File: config.mk
export PLATFORM = sky130hd
export DESIGN_NAME = byte_result_pipe_flat
export DESIGN_NICKNAME = d
export VERILOG_FILES = /design/src/rtl/byte_result_pipe_if.sv /design/src/rtl/byte_result_pipe.sv /design/src/flat_wrapper.sv
export SDC_FILE = /design/constraint.sdc
export NUM_CORES = 1
export LEC_CHECK = 0
export BUFFER_PORTS_ARGS = -buffer_cell sky130_fd_sc_hd__buf_2
export CAP_MARGIN = 20
export CORE_MARGIN = 10
export CORE_UTILIZATION = 40
export CTS_CLUSTER_DIAMETER = 60
export CTS_CLUSTER_SIZE = 28
export DETAILED_ROUTE_END_ITERATION = 8
export PLACE_DENSITY_LB_ADDON = 0.2
export SLEW_MARGIN = 10
export SYNTH_ARGS = -nofsm -noshare
export SYNTH_HDL_FRONTEND = slang
export SYNTH_SLANG_ARGS = --single-unit
File: constraint.sdc
create_clock -name clock -period 19.5 [get_ports clock]
set_clock_uncertainty 0.05 [all_clocks]
set_input_delay 2.925 -clock clock [delete_from_list [all_inputs] [get_ports clock]]
set_output_delay 2.925 -clock clock [all_outputs]
set_load 0.05 [all_outputs]
File: src/rtl/byte_result_pipe_if.sv
// Byte-unit writeback bus: stage-3 result in, RegTable writeback and forwarding out.
// Ports: wb_* / branch_is_taken / fwd_addr_* flow into the pipe (driven by the master);
//        rt_*, fwd_data_*/fwd_hit_* and writes_retired flow back out (driven by the slave).
interface byte_result_pipe_if;
  logic [0:127] wb_data;
  logic [0:6]   wb_reg_addr;
  logic         wb_enable_reg_write;
  logic         branch_is_taken;
  logic [0:6]   fwd_addr_a;
  logic [0:6]   fwd_addr_b;
  logic [0:127] rt_data;
  logic [0:6]   rt_addr;
  logic         rt_reg_write;
  logic [0:127] fwd_data_a;
  logic         fwd_hit_a;
  logic [0:127] fwd_data_b;
  logic         fwd_hit_b;
  logic [31:0]  writes_retired;

  // Producer side: the byte unit / decode stage feeding the pipe.
  modport master (
    output wb_data, wb_reg_addr, wb_enable_reg_write, branch_is_taken,
    output fwd_addr_a, fwd_addr_b,
    input  rt_data, rt_addr, rt_reg_write,
    input  fwd_data_a, fwd_hit_a, fwd_data_b, fwd_hit_b, writes_retired
  );

  // The result pipe itself.
  modport slave (
    input  wb_data, wb_reg_addr, wb_enable_reg_write, branch_is_taken,
    input  fwd_addr_a, fwd_addr_b,
    output rt_data, rt_addr, rt_reg_write,
    output fwd_data_a, fwd_hit_a, fwd_data_b, fwd_hit_b, writes_retired
  );
endinterface

File: src/rtl/byte_result_pipe.sv
// Purpose: 4-deep result shift pipe (S4..S7) for the Byte unit with RegTable writeback
//          from S7, two combinational forwarding lookups and a retired-write counter.
// Latency: input to rt_* exactly 4 rising edges; forwarding is combinational from S4..S7.
// Backpressure: none -- the pipe shifts every edge; a taken branch squashes only the capture.
// Ports: clock, reset (async, active-high); bus (slave modport of byte_result_pipe_if).
module byte_result_pipe #(
  parameter int FIRST_STAGE = 4
) (
  input  logic             clock,
  input  logic             reset,
  byte_result_pipe_if.slave bus
);

  typedef struct packed {
    logic [0:127] data;
    logic [0:6]   addr;
    logic         wr;
  } entry_t;

  typedef struct packed {
    logic         hit;
    logic [0:127] data;
  } fwd_t;

  // Stage numbers are labels only; storage index 0 is the capture stage.
  localparam int STAGE_WB = FIRST_STAGE + 3;

  function automatic int stage_idx(input int stage);
    return stage - FIRST_STAGE;
  endfunction

  localparam int WB_IDX = stage_idx(STAGE_WB);

  entry_t [3:0] stage_q;
  entry_t       cap_d;
  logic [31:0]  retired_q;
  logic [31:0]  retired_d;
  fwd_t         fwd_a;
  fwd_t         fwd_b;

  // Youngest-wins lookup: scan oldest to youngest so a younger match overwrites.
  function automatic fwd_t lookup(input logic [0:6] a, input entry_t [3:0] st);
    fwd_t r;
    r = '0;
    for (int i = 3; i >= 0; i--) begin
      if (st[i].wr && (st[i].addr == a)) begin
        r.hit  = 1'b1;
        r.data = st[i].data;
      end
    end
    return r;
  endfunction

  always_comb begin
    cap_d      = '0;
    cap_d.data = bus.wb_data;
    cap_d.addr = bus.wb_reg_addr;
    // A taken branch kills only the result being captured; older entries still retire.
    cap_d.wr   = bus.wb_enable_reg_write & ~bus.branch_is_taken;
  end

  always_comb begin
    retired_d = retired_q;
    if (stage_q[WB_IDX].wr) begin
      retired_d = retired_q + 32'd1;
    end
  end

  always_comb begin
    fwd_a = lookup(bus.fwd_addr_a, stage_q);
    fwd_b = lookup(bus.fwd_addr_b, stage_q);
  end

  always_ff @(posedge clock or posedge reset) begin
    if (reset) begin
      stage_q   <= '0;
      retired_q <= '0;
    end else begin
      stage_q[0] <= cap_d;
      for (int i = 1; i < 4; i++) begin
        stage_q[i] <= stage_q[i-1];
      end
      retired_q <= retired_d;
    end
  end

  assign bus.rt_data        = stage_q[WB_IDX].data;
  assign bus.rt_addr        = stage_q[WB_IDX].addr;
  assign bus.rt_reg_write   = stage_q[WB_IDX].wr;
  assign bus.fwd_hit_a      = fwd_a.hit;
  assign bus.fwd_data_a     = fwd_a.data;
  assign bus.fwd_hit_b      = fwd_b.hit;
  assign bus.fwd_data_b     = fwd_b.data;
  assign bus.writes_retired = retired_q;

endmodule

File: src/flat_wrapper.sv
// flat-port wrapper written by rule: the top's interface ports become plain ports
module byte_result_pipe_flat 
#(
  parameter int FIRST_STAGE = 4
)
  (clock, reset, bus_wb_data, bus_wb_reg_addr, bus_wb_enable_reg_write, bus_branch_is_taken, bus_fwd_addr_a, bus_fwd_addr_b, bus_rt_data, bus_rt_addr, bus_rt_reg_write, bus_fwd_data_a, bus_fwd_hit_a, bus_fwd_data_b, bus_fwd_hit_b, bus_writes_retired);
  byte_result_pipe_if bus_i ();
  input  logic clock;
  input  logic reset;
  input wire logic [$bits(bus_i.wb_data)-1:0] bus_wb_data;
  input wire logic [$bits(bus_i.wb_reg_addr)-1:0] bus_wb_reg_addr;
  input wire logic [$bits(bus_i.wb_enable_reg_write)-1:0] bus_wb_enable_reg_write;
  input wire logic [$bits(bus_i.branch_is_taken)-1:0] bus_branch_is_taken;
  input wire logic [$bits(bus_i.fwd_addr_a)-1:0] bus_fwd_addr_a;
  input wire logic [$bits(bus_i.fwd_addr_b)-1:0] bus_fwd_addr_b;
  output wire logic [$bits(bus_i.rt_data)-1:0] bus_rt_data;
  output wire logic [$bits(bus_i.rt_addr)-1:0] bus_rt_addr;
  output wire logic [$bits(bus_i.rt_reg_write)-1:0] bus_rt_reg_write;
  output wire logic [$bits(bus_i.fwd_data_a)-1:0] bus_fwd_data_a;
  output wire logic [$bits(bus_i.fwd_hit_a)-1:0] bus_fwd_hit_a;
  output wire logic [$bits(bus_i.fwd_data_b)-1:0] bus_fwd_data_b;
  output wire logic [$bits(bus_i.fwd_hit_b)-1:0] bus_fwd_hit_b;
  output wire logic [$bits(bus_i.writes_retired)-1:0] bus_writes_retired;
  assign bus_i.wb_data = bus_wb_data;
  assign bus_i.wb_reg_addr = bus_wb_reg_addr;
  assign bus_i.wb_enable_reg_write = bus_wb_enable_reg_write;
  assign bus_i.branch_is_taken = bus_branch_is_taken;
  assign bus_i.fwd_addr_a = bus_fwd_addr_a;
  assign bus_i.fwd_addr_b = bus_fwd_addr_b;
  assign bus_rt_data = bus_i.rt_data;
  assign bus_rt_addr = bus_i.rt_addr;
  assign bus_rt_reg_write = bus_i.rt_reg_write;
  assign bus_fwd_data_a = bus_i.fwd_data_a;
  assign bus_fwd_hit_a = bus_i.fwd_hit_a;
  assign bus_fwd_data_b = bus_i.fwd_data_b;
  assign bus_fwd_hit_b = bus_i.fwd_hit_b;
  assign bus_writes_retired = bus_i.writes_retired;
  byte_result_pipe #(.FIRST_STAGE(FIRST_STAGE)) u_core (.clock(clock), .reset(reset), .bus(bus_i));
endmodule
# Yosys cells after proc, flatten, opt, wreduce, memory -nomap -nowiden
# Cells that the tools add are included.
# W data, S select, Z words.
[op_classes]
addsub = 1
mul = 0
div = 0
order_cmp = 0
eq_ne = 8
n_shift = 0
mux = 8
n_bitwise = 2
reduce_logical = 8
[ops]
columns = ["operator", "count"]
rows = [
  ["$mux W129", 8],
  ["$eq A7 B7 Y1", 8],
  ["$add A32 B1 Y32 const B", 1],
  ["$logic_and A1 B1 Y1", 8],
  ["$and A1 B1 Y1", 1],
  ["$not A1 Y1", 1],
]
[totals]
register_bits = 576
latch_bits = 0
mem_bits_rw = 0
rom_bits = 0
in_bits = 153
output_inout_bits = 426
wordCells = 40
memories = 0

# Depth between registers and ports, before layout
[depth]
ltp_word = 6
ltp_mapped = 8
depth_no_buf = 6

# Worst setup path after synthesis
# Ideal clock, no wire load.
[synth_path]
path_kind = "in2out"
start = "in bus_fwd_addr_a[2]"
end = "out bus_fwd_data_a[8]"
arrival_time_ns = 5.082
required_ns = 16.525
setup_slack_ns = 11.443
path_stages = 7
n_path_buf = 2
cell_sequence = "xor2_1 -> nor4_1 -> and2_1 -> buf_2 -> clkbuf_1 -> a311oi_1 -> o21ai_0"
[synth_via]
elab_chain_len = 6
word_cells_on_any_way = 12
cone_classes = "eq/ne (4); mux (4); reduce/logical (4)"
[synth_lines]
columns = ["item", "line", "rtl"]
rows = [
  ["start: declaration", "flat_wrapper.sv:14", "input wire logic [$bits(bus_i.fwd_addr_a)-1:0] bus_fwd_addr_a;"],
  ["$eq A7 B7 Y1", "byte_result_pipe.sv:46", "if (st[i].wr && (st[i].addr == a)) begin"],
  ["$logic_and A1 B1 Y1", "byte_result_pipe.sv:46", ""],
  ["$mux W129 (3 in series)", "byte_result_pipe.sv:46", ""],
  ["$mux W129 (*)", "byte_result_pipe.sv:46", ""],
  ["end: declaration", "flat_wrapper.sv:19", "output wire logic [$bits(bus_i.fwd_data_a)-1:0] bus_fwd_data_a;"],
]
# Mark *: on every way between the ends. The rest lies on a longest branch, timed or not.

# Final worst setup path
[layout_path]
start = "in bus_fwd_addr_b[5]"
end = "out bus_fwd_data_b[54]"
[layout_via]
elab_chain_len = 6
word_cells_on_any_way = 12
cone_classes = "eq/ne (4); mux (4); reduce/logical (4)"
[layout_lines]
columns = ["item", "line", "rtl"]
rows = [
  ["start: declaration", "flat_wrapper.sv:15", "input wire logic [$bits(bus_i.fwd_addr_b)-1:0] bus_fwd_addr_b;"],
  ["$eq A7 B7 Y1", "byte_result_pipe.sv:46", ""],
  ["$logic_and A1 B1 Y1", "byte_result_pipe.sv:46", ""],
  ["$mux W129 (3 in series)", "byte_result_pipe.sv:46", ""],
  ["$mux W129 (*)", "byte_result_pipe.sv:46", ""],
  ["end: declaration", "flat_wrapper.sv:21", "output wire logic [$bits(bus_i.fwd_data_b)-1:0] bus_fwd_data_b;"],
]
# Marks and branches as above.

==> impl_metrics.tcl <==
set metrics [dict create \
    cts_resized 0 \
    grt.total_usage_pct 26.8 \
    clockBufferDepth 3 \
    clock_latency_ns 0.60 \
    setup_ws_ns 9.53 \
    leakagePower_uw 0.0142 \
    cp-start-kind "primary input" \
    hp-class "flip-flop to flip-flop" \
    setup_violations 0 \
    cp-end-kind "output pin" \
    initial_core_util_pct 40.5 \
    power.share.switching_pct 28.8 \
    path_class "primary input to output pin" \
    use_met1_pct 33.9 \
    synth-seq-cells 576 \
    nets 2928 \
    outcome "complete, no violations" \
    crit_fanout 62 \
    synthTopCellsByArea "dfrtp_1 (55%), a311oi_1 (5.0%), and3_1 (4.7%)" \
    ys_warn_count 0 \
    grt_pass1_wl_um 156000 \
    pwr-share-clk_pct 39.7 \
    hold_violations 0 \
    ir_drop_mv 0.0593 \
    synth_top_area_share_pct 55.0 \
    synth-edff-count 0 \
    maxCapViolCount 0 \
    ioPinCount 579 \
    wl_per_cell_um 29.2 \
    first_pass_iters 6 \
    core_um2 64700 \
    rows 93 \
    globalRouteMet3Util_pct 7.27 \
    routed_via_density 6.21 \
    pwr-share-comb_pct 9.4 \
    routed-via-count 22800 \
    grt_setup_unrepaired "no" \
    final_antenna_net_count 0 \
    cts-hold-fix-buffers 0 \
    place_hpwl_um 65700 \
    htreeDepth 2 \
    p_per_area_nw_per_um2 85.6 \
    io_buffers 578 \
    async_flop_share_pct 100 \
    grt_max_degree 169 \
    cts.sinks 576 \
    dp.cells 3578 \
    seq_power_share_pct 50.9 \
    yosysUniqueCellTypes 41 \
    ys_seq_area_share_pct 55.0 \
    routed_wl_um 107000 \
    cts_made_buffers 47 \
    avgSynthCellArea_um2 10.5 \
    die_y_um 276 \
    max_freq_mhz 100 \
    antenna_found_initial 9 \
    p_sw_uw 742 \
    gp_congestion 0.873 \
    worstPathArrival_ns 6.99 \
    finalCriticalPeriod_ns 9.97 \
    cp_data_required_time_ns 16.52 \
    syn_to_final_growth_pct 14.8 \
    fin_tns_setup_ns 0 \
    syn_inst 2488 \
    use_met2_pct 43.1 \
    post-place-ws_ns 9.60 \
    syn_nets 2642 \
    worst_pin_slew_ns 1.16 \
    n_fill_cell 6102 \
    period_share_pct 51.1 \
    drt_iter0_markers 2802 \
    slew_viol_final 0 \
    synth_ff_type "dfrtp_1" \
    cts_setup_buffers 0 \
    syn_area_um2 26200 \
    cts-root-buf "clkbuf_16" \
    utilization_pct 46.5 \
    slew_headroom_pct 22.6 \
    grt_pass1_vias 22700 \
    drive_gt1_share_pct 26.1 \
    p_int_uw 1830 \
    drc 0 \
    die-width_um 276 \
    overflow 0 \
    yosys.area.top_type "dfrtp_1" \
    layout.cells.non_filler 3669 \
    fp.dieArea_um2 76200 \
    cts_tree "yes" \
    path_clk_slew_ns 0.07 \
    busiest_layer "met2" \
]
==> power groups by stage <==
stage	logic, uW	registers [uW]	clock network, uW
after floorplan	159	1340	0
after global placement	242	1330	0
after detailed placement	242	1330	0
after CTS	243	1310	1040
after global routing	255	1320	1090
final	242	1310	1020
==> path summary, 6_finish.rpt <==
| check | startpoint | endpoint | slack, ns | cells past startpoint |
|---|---|---|---|---|
| worst max-delay path | bus_fwd_addr_b[5] | bus_fwd_data_b[54] | 9.53 | 9 |
| max in group asynchronous | reset | u_core.bus.rt_data[73] | 15.37 | 3 |
| worst min-delay path | u_core.stage_q[272] | u_core.bus.rt_reg_write | 0.33 | 0 |
| min in group asynchronous | reset | u_core.stage_q[241] | 2.44 | 2 |
| worst min register to register | u_core.stage_q[272] | u_core.bus.rt_reg_write | 0.33 | 0 |
| worst max register to register | u_core.bus.rt_reg_write | u_core.bus.writes_retired[31] | 16.75 | 5 |
==> cell usage in the layout, fill, tap and decap left out, types with 4 or more instances in the layout <==
| master | netlist | routed |
|---|---|---|
| buf_2 | 47 | 578 |
| dfrtp_1 | 576 | 575 |
| nand2_1 | 247 | 245 |
| o21ai_0 | 216 | 216 |
| and3_1 | 196 | 194 |
| o21ai_1 | 190 | 190 |
| a311oi_1 | 149 | 149 |
| and2_1 | 101 | 99 |
| nand3_1 | 80 | 78 |
| xor2_1 | 56 | 56 |
| o21a_1 | 53 | 53 |
| a22o_1 | 53 | 53 |
| clkbuf_16 | 0 | 49 |
| o311a_1 | 34 | 34 |
| xnor2_1 | 31 | 31 |
| buf_4 | 153 | 31 |
| o311ai_0 | 29 | 29 |
| a311o_1 | 23 | 23 |
| a311oi_2 | 20 | 20 |
| nor2_1 | 10 | 10 |
| nand4_1 | 10 | 10 |
| inv_6 | 0 | 7 |
| clkbuf_1 | 163 | 7 |
| nor4_1 | 6 | 6 |
| inv_8 | 0 | 6 |
| clkinv_4 | 0 | 6 |
| and4_1 | 8 | 5 |
| diode_2 | 0 | 4 |
| nor4_4 | 1 | 4 |
| inv_1 | 5 | 4 |
| clkinvlp_4 | 0 | 4 |
==> kinds of logic after synthesis <==
logic type	synth area share (%)
adder cells (fa/ha/maj)	0.0477
buffers and inverters	8.07
XOR/XNOR	2.91
multiplexers	0.0430
AO/OA/AOI/OAI	20.4
flip-flops	55.0
AND/OR/NAND/NOR	13.5
==> state kept, by name, summed over array words and instances (netlist names) <==
signal,cells
u_core.bus.rt_data,128
u_core.stage_q,408
u_core.bus.writes_retired,32
u_core.bus.rt_reg_write,1
u_core.bus.rt_addr,7
==> per-layer routing <==
layer	vias up	part of all wire [%]
li1	9491	-
met1	11600	38
met2	1443	48
met3	249	11
met4	8	3.8
met5	-	0.045
==> final cells by class <==
class                      instances  area (um2)  share of cell area, %
inverter                           5        26.3                 0.0873
timing repair buffer             612        3200                   10.6
sequential                       576       14400                   47.9
antenna                            4        10.0                 0.0333
clock buffer                      58        1280                   4.25
multi-input combinational       1532        9760                   32.4
tap                              855        1070                   3.56
clock inverter                    27         323                   1.07
==> worst max-delay path, stage by stage <==
cell and delay, ns:
buf_2 0.14, xor2_1 0.19, nor4_4 0.98, buf_4 0.66
nand2_4 0.52, buf_4 0.56, a311o_1 0.42, a22o_1 0.18
buf_2 0.21
==> synthesized netlist by cell type, types with 31 or more instances <==
cell,n
xor2_1,56
o311a_1,34
and3_1,196
a311oi_1,149
and2_1,101
dfrtp_1,576
a22o_1,53
o21ai_1,190
nand2_1,247
nand3_1,80
o21ai_0,216
clkbuf_1,163
o21a_1,53
buf_2,47
buf_4,153
xnor2_1,31
==> metrics by stage <==
step,power [uW],hold WS (ns),instance area [um2]
final,2580,0.329,30100
after global routing,2660,0.342,30100
after CTS,2590,0.330,30000
after detailed placement,1580,0.312,28400
after global placement,1570,0.312,28400
after floorplan,1490,0.304,26200
(Power assumes the default switching activity.)
